### src/rtl/key_cond_pkg.sv
// Shared key indices, masks and the repeat-phase type for the key conditioner.
package key_cond_pkg;

   localparam int KEY_INC = 1;
   localparam int KEY_DEC = 2;
   localparam int KEY_OK  = 3;
   localparam int KEY_RST = 4;

   localparam logic [4:1] KEY_MASKABLE   = 4'b0111;
   localparam logic [4:1] KEY_REPEATABLE = 4'b0011;

   typedef enum logic {
      REP_DELAY,
      REP_PERIOD
   } rep_phase_e;

   function automatic int max2(input int a, input int b);
      return (a > b) ? a : b;
   endfunction

endpackage

### src/rtl/key_cond_debounce.sv
// One key channel: two-flop synchroniser feeding a DB_CYCLES-sample debouncer.
// o_fall flags the cycle on which the debounced level is about to become "pressed".
module key_debounce #(
   parameter int DB_CYCLES = 500000
) (
   input  logic clk,
   input  logic rst_n,
   input  logic i_key_n_raw,
   output logic o_stable,
   output logic o_fall
);

   localparam int              CW       = $clog2(DB_CYCLES);
   localparam logic [CW-1:0]   CNT_LAST = CW'(DB_CYCLES - 1);

   logic          r_sync1;
   logic          r_sync2;
   logic          r_stable;
   logic [CW-1:0] r_cnt;
   logic          w_differs;
   logic          w_accept;

   assign w_differs = (r_sync2 != r_stable);
   assign w_accept  = w_differs && (r_cnt == CNT_LAST);

   // NOTE: sequential state uses non-blocking assignments so every flop samples pre-edge values.
   always_ff @(posedge clk or negedge rst_n) begin
      if (!rst_n) begin
         // NOTE: released (1) is the reset level, so a key held through reset reads as a fresh press.
         r_sync1  <= 1'b1;
         r_sync2  <= 1'b1;
         r_stable <= 1'b1;
         r_cnt    <= '0;
      end else begin
         r_sync1 <= i_key_n_raw;
         r_sync2 <= r_sync1;
         if (!w_differs) begin
            r_cnt <= '0;
         end else if (w_accept) begin
            r_stable <= ~r_stable;
            r_cnt    <= '0;
         end else begin
            r_cnt <= r_cnt + CW'(1);
         end
      end
   end

   assign o_stable = r_stable;
   assign o_fall   = w_accept & r_stable;

endmodule

### src/rtl/key_cond.sv
// Four-key conditioner: debounce, press-edge pulses, keys_ena masking of keys 1-3.
// Optional auto-repeat on keys 1-2 is built when KEY_COND_REPEAT_EN is defined.
module key_cond
   import key_cond_pkg::*;
#(
   parameter int DB_CYCLES     = 500000,
   parameter int REPEAT_DELAY  = 25000000,
   parameter int REPEAT_PERIOD = 5000000
) (
   input  logic       clk,
   input  logic       rst_n,
   input  logic [4:1] key_n_raw,
   input  logic       keys_ena,
   output logic [4:1] key,
   output logic [4:1] key_lvl
);

   logic [4:1] w_stable;
   logic [4:1] w_fall;
   logic [4:1] w_ena_mask;
   logic [4:1] w_press;
   logic [4:1] w_rep;
   logic [4:1] r_key;

   genvar g;
   for (g = KEY_INC; g <= KEY_RST; g++) begin : g_chan
      key_debounce #(
         .DB_CYCLES(DB_CYCLES)
      ) u_db (
         .clk        (clk),
         .rst_n      (rst_n),
         .i_key_n_raw(key_n_raw[g]),
         .o_stable   (w_stable[g]),
         .o_fall     (w_fall[g])
      );
   end

   assign w_ena_mask = ~KEY_MASKABLE | {4{keys_ena}};
   assign w_press    = w_fall & w_ena_mask;
   assign key_lvl    = ~w_stable;

`ifdef KEY_COND_REPEAT_EN
   localparam int            RW          = $clog2(max2(REPEAT_DELAY, REPEAT_PERIOD) + 1);
   localparam logic [RW-1:0] DELAY_LAST  = RW'(REPEAT_DELAY - 1);
   localparam logic [RW-1:0] PERIOD_LAST = RW'(REPEAT_PERIOD - 1);

   for (g = KEY_INC; g <= KEY_RST; g++) begin : g_rep
      if (KEY_REPEATABLE[g]) begin : g_on
         logic          r_act;
         rep_phase_e    r_phase;
         logic [RW-1:0] r_cnt;
         logic          w_act_nxt;
         rep_phase_e    w_phase_nxt;
         logic [RW-1:0] w_cnt_nxt;
         logic          w_hold;
         logic [RW-1:0] w_last;

         assign w_hold   = key_lvl[g] & keys_ena;
         assign w_last   = (r_phase == REP_DELAY) ? DELAY_LAST : PERIOD_LAST;
         assign w_rep[g] = r_act & w_hold & (r_cnt == w_last);

         always_ff @(posedge clk or negedge rst_n) begin
            if (!rst_n) begin
               r_act   <= 1'b0;
               r_phase <= REP_DELAY;
               r_cnt   <= '0;
            end else begin
               r_act   <= w_act_nxt;
               r_phase <= w_phase_nxt;
               r_cnt   <= w_cnt_nxt;
            end
         end

         // Only a real press pulse arms repeats; re-enabling while held leaves r_act clear.
         always_comb begin
            // NOTE: hold-current defaults first, so no path through this block infers a latch.
            w_act_nxt   = r_act;
            w_phase_nxt = r_phase;
            w_cnt_nxt   = r_cnt;
            if (w_press[g]) begin
               w_act_nxt   = 1'b1;
               w_phase_nxt = REP_DELAY;
               w_cnt_nxt   = '0;
            end else if (!w_hold) begin
               w_act_nxt   = 1'b0;
               w_phase_nxt = REP_DELAY;
               w_cnt_nxt   = '0;
            end else if (r_act) begin
               if (w_rep[g]) begin
                  w_phase_nxt = REP_PERIOD;
                  w_cnt_nxt   = '0;
               end else begin
                  w_cnt_nxt = r_cnt + RW'(1);
               end
            end
         end
      end else begin : g_off
         assign w_rep[g] = 1'b0;
      end
   end
`else
   // Repeat parameters remain in the interface for drop-in builds; nothing consumes them here.
   localparam bit REPEAT_CFG_OK = (REPEAT_DELAY > 0) && (REPEAT_PERIOD > 0);
   assign w_rep = {4{1'b0 & REPEAT_CFG_OK}};
`endif

   always_ff @(posedge clk or negedge rst_n) begin
      if (!rst_n) begin
         r_key <= '0;
      end else begin
         r_key <= w_press | w_rep;
      end
   end

   assign key = r_key;

endmodule

### config.mk
export PLATFORM = sky130hd
export DESIGN_NAME = key_cond
export DESIGN_NICKNAME = d
export VERILOG_FILES = /design/src/rtl/key_cond_pkg.sv /design/src/rtl/key_cond_debounce.sv /design/src/rtl/key_cond.sv
export SDC_FILE = /design/constraint.sdc
export NUM_CORES = 1
export LEC_CHECK = 0
export CAP_MARGIN = 20
export CORE_ASPECT_RATIO = 2
export CORE_MARGIN = 8
export CORE_UTILIZATION = 40
export CTS_CLUSTER_DIAMETER = 80
export DETAILED_ROUTE_END_ITERATION = 6
export GPL_TIMING_DRIVEN = 0
export PLACE_DENSITY = 0.53
export REMOVE_ABC_BUFFERS = 1
export SYNTH_ARGS = -nofsm -noshare
export SYNTH_HDL_FRONTEND = slang
export SYNTH_SLANG_ARGS = --single-unit
### constraint.sdc
create_clock -name clk -period 5.65 [get_ports clk]
set_input_delay 0.8475 -clock clk [delete_from_list [all_inputs] [get_ports clk]]
set_output_delay 0.8475 -clock clk [all_outputs]
set_load 0.01 [all_outputs]
==> qor.csv <==
stage;metric;value;unit
status;status;finished, final reports clean;
timing;slew_viol_final;0;
yosys;ys.flop_type;dfrtp_1;
power;p_int;1.07;mW
cells_and_area;drive_gt1_frac;0.0911;
yosys;yosys.area.top_type;dfrtp_1;
power;powerDensity;267;nW/um^2
place;dp_hpwl;6.33;mm
setup_path;crit_type;flip-flop to output pin;
floorplanning;pin_count;15;
grt;grt_max_degree;65;
route;dr_total_vias;3224;
floorplanning;start_util;0.407;
timing;fin_tns_setup;0;ns
timing;max_slew_margin;0.497;
cells_and_area;num_antenna_cells;0;
place;dp_slack;3.42;ns
timing;rsz0062_at_grt;false;
setup_path;required;4.80;ns
yosys;async_flop_share;1.00;
run;maxCapViolations;0;
yosys;yosys-top-cells-area;dfrtp_1 45%, xnor2_1 8.3%, dfstp_2 7.1%;
setup_path;cp_data_arrival_time;1.40;ns
cts;holdBufCountCts;0;
cells_and_area;fin_area;5030;um^2
timing;tightest_slew;0.755;ns
route;viasPerCell;5.36;
place;placed_area;4720;um^2
grt;overflow;0;
yosys;ys_ff_latch;92;
timing;period_share;0.398;
cells_and_area;num-nets-final;467;
setup_path;worstSetupEndpointType;output pin;
place;io_buffers;14;
route;drc;0;
grt;grt_pass1_vias;3418;
cts;cts_buffers;9;
timing;final-setup-viol-count;0;
timing;hold_ws;0.353;ns
power;combPwrFrac;0.032;
cts;post_cts_buffers;0;
grt;grt_pass1_wl;15.7;mm
yosys;syn_area;4420;um^2
cts;cts_root_buf;clkbuf_16;
cts;cts-htree-levels;3;
floorplanning;core;10900;um^2
cts;tritoncts;done;
route;routed_wirelength;8.87;mm
yosys;seq_area_frac_synth;0.524;
timing;setup_ws;3.40;ns
power;swShare;0.207;
cts;cts_resized;0;
yosys;synth_common_cells;80 x dfrtp_1, 70 x nor2_1, 42 x xnor2_1;
cts;clock_tree.buffer_depth;2;
power;p_sw;0.278;mW
setup_path;worstSetupStartpointType;flip-flop;
grt;antenna_found_initial;0;
timing;max_freq;0.444;GHz
timing;skew;0.00929;ns
power;p_seq_frac;0.509;
route;dr.pass1.iters;4;
cts;clk_latency;0.34;ns
floorplanning;die_h;165;um
cts;cts.sink_count;92;
setup_path;worst-path-max-fanout;3;
floorplanning;die_w;90.4;um
floorplanning;die_area;14900;um^2
yosys;synth.yosys.warnings;0;
place;place_congestion;0.790;
timing;fin_crit;2.25;ns
cells_and_area;fillers;1046;
yosys;yosysMostFrequentCell;dfrtp_1;
power;pwr-share-clk;0.459;
route;drt-initial-drc-count;97;
cts;clkTransAtPathRegs;0.06;ns
hold_path;hold_path.class;flip-flop to flip-flop;
timing;hold_viol;0;
grt;track_usage;0.129;
yosys;synth_edf_count;0;
yosys;synth_area_per_cell;10.1;um^2
power;leakagePower;1.93;nW
yosys;synth_cell_type_count;38;
floorplanning;rows;54;
yosys;syn-instance-count;439;
route;post_drt_wl_per_cell;14.8;um
power;ir_drop;184;uV
route;ant_nets;0;
yosys;synth_top_area_frac;0.452;
cells_and_area;area.growth.synth_to_final;13.6;%
[stage by stage]
stage	util	total power, mW	std cells
CTS	0.462	1.37	601
floorplan	-	0.710	429
global route	0.462	1.40	601
detailed placement	0.434	0.740	585
finish	0.462	1.34	601
global placement	0.431	0.736	583
[registers in the layout, summed over array words and instances, names as in the netlist]
signal and count:
g_chan.u_db.o_stable 4, g_chan.u_db.r_cnt 76, g_chan.u_db.r_sync1 4, g_chan.u_db.r_sync2 4
key 4
[cell usage in the layout, fill, tap and decap left out, drive strengths merged, types with 2 or more instances in the layout]
cell / netlist / final
mux2: 4 / 4
nor4: 16 / 16
o31ai: 3 / 3
clkdlybuf4s50: 0 / 13
nand3: 26 / 26
nand2b: 2 / 2
mux2i: 2 / 2
o21ai: 9 / 9
dfstp: 12 / 12
inv: 11 / 11
ha: 4 / 4
or4: 2 / 2
dfrtp: 80 / 80
or2: 2 / 2
nor4b: 3 / 3
xnor2: 42 / 42
a21o: 2 / 2
clkbuf: 2 / 15
nor4bb: 2 / 2
and4: 6 / 6
and3: 6 / 6
nand4: 31 / 31
xor2: 20 / 20
nor2: 70 / 70
or3: 9 / 9
nand2: 27 / 27
buf: 8 / 3
nor3b: 6 / 6
a21oi: 8 / 8
and2: 2 / 2
nor3: 21 / 21
[kinds of logic (layout without fill, tap and decap cells)]
group                    Yosys count  after routing  synth area share
flip-flops                        92             92             0.524
AND/OR/NAND/NOR                  232            232             0.274
multiplexers                       6              6            0.0147
AO/OA/AOI/OAI                     22             22            0.0325
adder cells (fa/ha/maj)            4              4            0.0113
XOR/XNOR                          62             62             0.123
buffers and inverters             21             43            0.0212
[layout make-up]
cell class                      count  area [um^2]  share of cell area
Inverter                           11         41.3             0.00821
Tap cell                          140          175              0.0348
Clock inverter                      1         30.0             0.00597
Sequential cell                    92         2320               0.461
Clock buffer                       15          278              0.0553
Multi-Input combinational cell    326         2010               0.400
Timing Repair Buffer               16          173              0.0343
[path summary, 6_finish.rpt]
path | slack [ns] | start | end | cells after the start
max reg2reg | 3.46 | g_chan[4].u_db.r_cnt[0]$_DFF_PN0_ | g_chan[4].u_db.r_cnt[16]$_DFF_PN0_ | 5
max | 3.40 | g_chan[4].u_db.o_stable$_DFFE_PN1P_ | key_lvl[4] | 2
min reg2reg | 0.35 | g_chan[3].u_db.r_sync1$_DFF_PN1_ | g_chan[3].u_db.r_sync2$_DFF_PN1_ | 0
min in group asynchronous | 0.44 | rst_n | g_chan[4].u_db.r_cnt[10]$_DFF_PN0_ | 1
max in group asynchronous | 4.53 | rst_n | g_chan[3].u_db.r_sync1$_DFF_PN1_ | 2
min | 0.35 | g_chan[3].u_db.r_sync1$_DFF_PN1_ | g_chan[3].u_db.r_sync2$_DFF_PN1_ | 0
[routing by layer]
metal | wire (um) | vias up | global-route usage
li1 | - | 1578 | -
met1 | 3640 | 1584 | 0.135
met2 | 4780 | 46 | 0.237
met3 | 251 | 16 | 0.0259
met4 | 202 | 0 | 0.0656
met5 | 0 | - | 0
[power by group through the flow]
stage / registers (mW) / logic, mW / clock network (mW)
after floorplan: 0.691 / 0.0181 / 0
after global placement: 0.695 / 0.0411 / 0
after detailed placement: 0.695 / 0.0444 / 0
after CTS: 0.683 / 0.0449 / 0.640
after global routing: 0.684 / 0.0498 / 0.668
final: 0.684 / 0.0425 / 0.617
[worst max-delay path, cell delays in order, from the launching register on]
cell	delay, ns
dfstp_2	0.54
inv_1	0.05
clkdlybuf4s50_1	0.47
Note: power is estimated with default switching activity, not from simulation.
==> edit, RTL diff (same flow settings) <==
`DB_CYCLES` is set to 500000 in 2 places; all go to 1000000.
--- a/src/rtl/key_cond_debounce.sv
+++ b/src/rtl/key_cond_debounce.sv
@@ -1,7 +1,7 @@
 // One key channel: two-flop synchroniser feeding a DB_CYCLES-sample debouncer.
 // o_fall flags the cycle on which the debounced level is about to become "pressed".
 module key_debounce #(
-   parameter int DB_CYCLES = 500000
+   parameter int DB_CYCLES = 1000000
 ) (
    input  logic clk,
    input  logic rst_n,
--- a/src/rtl/key_cond.sv
+++ b/src/rtl/key_cond.sv
@@ -3,7 +3,7 @@
 module key_cond
    import key_cond_pkg::*;
 #(
-   parameter int DB_CYCLES     = 500000,
+   parameter int DB_CYCLES     = 1000000,
    parameter int REPEAT_DELAY  = 25000000,
    parameter int REPEAT_PERIOD = 5000000
 ) (
Check against the original RTL: no difference found for any inputs over 10 cycles, from zero or initial values and one cycle with rst_n low; that may be too few to reach the edited logic, so the function may still have changed.
==> edit against the unedited design <==
Global-route usage fell by 0.43 points. Hold slack improved by 0.0042 ns. Setup slack got worse by 0.017 ns. Area after synthesis rose by 3.7%. Die area rose by 3.2%. Design area rose by 3.2%. Count of clock-buffer cells in the layout fell by 5. Clock power fell by 9.7%. First-iteration DRC count rose by 64%. Sequential cell count rose by 4. Power fell by 2.5%. Routed wire length rose by 0.11%. Critical endpoint is now key_lvl[2].
==> edit: results (changes against the unedited design) <==
critical path startpoint=g_chan[2].u_db.o_stable (was g_chan[4].u_db.o_stable); peak supply drop=0.149 mV (was 0.184 mV); Final Cycle Share=40.1% (was 39.8%); Setup crit end=key_lvl[2] (was key_lvl[4]); Synth Area in XOR/XNOR=10.5% (was 12.3%); gpl congestion=0.807 (was 0.790); total track usage=12.5% (was 12.9%); Least-Margin Pin Slew=0.798 ns (was 0.755 ns); static leakage power=2.02 nW (was 1.93 nW); vias in the first global route=3409 (was 3418); post-synthesis mux area share=1.20% (was 1.47%); Yosys warnings=0 (unchanged); Synth Area in Adders=1.09% (was 1.13%); combinational power=0.0447 mW (was 0.0425 mW); worst-path maximum fanout=4 (was 3); average wire per standard cell=14.5 um (was 14.8 um); min-delay src=g_chan[2].u_db.r_sync1 (was g_chan[3].u_db.r_sync1); share of layout cells above drive strength 1=11.3% (was 9.11%); 1st-pass router iterations=4 (unchanged); CP max stage delay=0.57 ns (was 0.54 ns); Vias=3271 (was 3224); DR iter-0 viols=159 (was 97); # nets final=476 (was 467); Clk. pwr=0.557 mW (was 0.617 mW); Top reg by flops=g_chan.u_db.r_cnt (unchanged); Reg2Reg Capture Point=g_chan[2].u_db.r_cnt[13] (was g_chan[4].u_db.r_cnt[16]); Area contributors post-synth=dfrtp_1 46%, dfstp_2 6.9%, xnor2_1 6.1% (was dfrtp_1 45%, xnor2_1 8.3%, dfstp_2 7.1%); synth cell count leaders=84 x dfrtp_1, 65 x nor2_1, 32 x xnor2_1 (was 80 x dfrtp_1, 70 x nor2_1, 42 x xnor2_1); post-synthesis compound-gate area fraction=6.14% (was 3.25%); # resized after CTS=0 (unchanged); worst clock skew=0.00757 ns (was 0.00929 ns); ANT cells=0 (unchanged); max reg flops=80 (was 76); register area share after synthesis=52.7% (was 52.4%); H-tree depth=3 (unchanged); Detail Placement HPWL=6.34 mm (was 6.33 mm); FILL cells=1084 (was 1046); Internal=1.02 mW (was 1.07 mW); first-pass GRT wire length=15.8 mm (was 15.7 mm); Netlist cell types=39 (was 38); deepest clock path buffer count=2 (unchanged); status=completed (unchanged); Top FF cell, synth=dfrtp_1 (unchanged); placed instance area=4910 um2 (was 4720 um2); Reg-to-Reg Start=g_chan[2].u_db.r_cnt[16] (was g_chan[4].u_db.r_cnt[0]); Worst EP arrival=1.42 ns (was 1.40 ns); CP Capture Type=output pin (unchanged); hold endpoint=g_chan[2].u_db.r_sync2 (was g_chan[3].u_db.r_sync2)
==> edit: changes by cell type after synthesis, sizes merged, moves of 5 or more <==
| cell | change |
|---|---|
| nand4 | -17 |
| o31ai | +12 |
| xnor2 | -10 |
| or4 | +12 |
| a21oi | +10 |
| inv | +7 |
| nor2 | -5 |
| nor3 | -7 |
| nor3b | -6 |
==> edit: stage by stage <==
step | std cells | setup TNS (ns) | power (mW) | hold slack [ns] | util (%)
final | 612 | 0 | 1.31 | 0.357 | 46.0
after floorplan | 437 | 0 | 0.738 | 0.345 | -
after global routing | 612 | 0 | 1.37 | 0.365 | 46.0
after CTS | 612 | 0 | 1.34 | 0.358 | 46.0
after global placement | 593 | -0.201 | 0.764 | 0.347 | 43.0
after detailed placement | 596 | 0 | 0.768 | 0.349 | 43.5
==> edit: area by class of cell <==
type                       count  area share (%)
clock inverter                 6           0.651
tap                          142            3.43
timing repair buffer          17            3.47
inverter                      18            1.30
multi-input combinational    323            39.9
sequential                    96            46.6
clock buffer                  10            4.61
==> edit: routing by layer <==
layer / wire length [um] / track usage (%) / part of all wire, % / vias to the layer above
li1: - / - / - / 1626
met1: 3670 / 13.7 / 41 / 1586
met2: 4730 / 21.8 / 53 / 44
met3: 254 / 2.82 / 2.9 / 15
met4: 225 / 6.14 / 2.5 / 0
met5: 0 / 0 / 0 / -
==> edit: cells by family (layout without fill, tap and decap cells) <==
| group | after synthesis | in the layout |
|---|---|---|
| XOR/XNOR | 55 | 55 |
| AND/OR/NAND/NOR | 215 | 215 |
| flip-flops | 96 | 96 |
| buffers and inverters | 29 | 51 |
| AO/OA/AOI/OAI | 44 | 44 |
| adder cells (fa/ha/maj) | 4 | 4 |
| multiplexers | 5 | 5 |
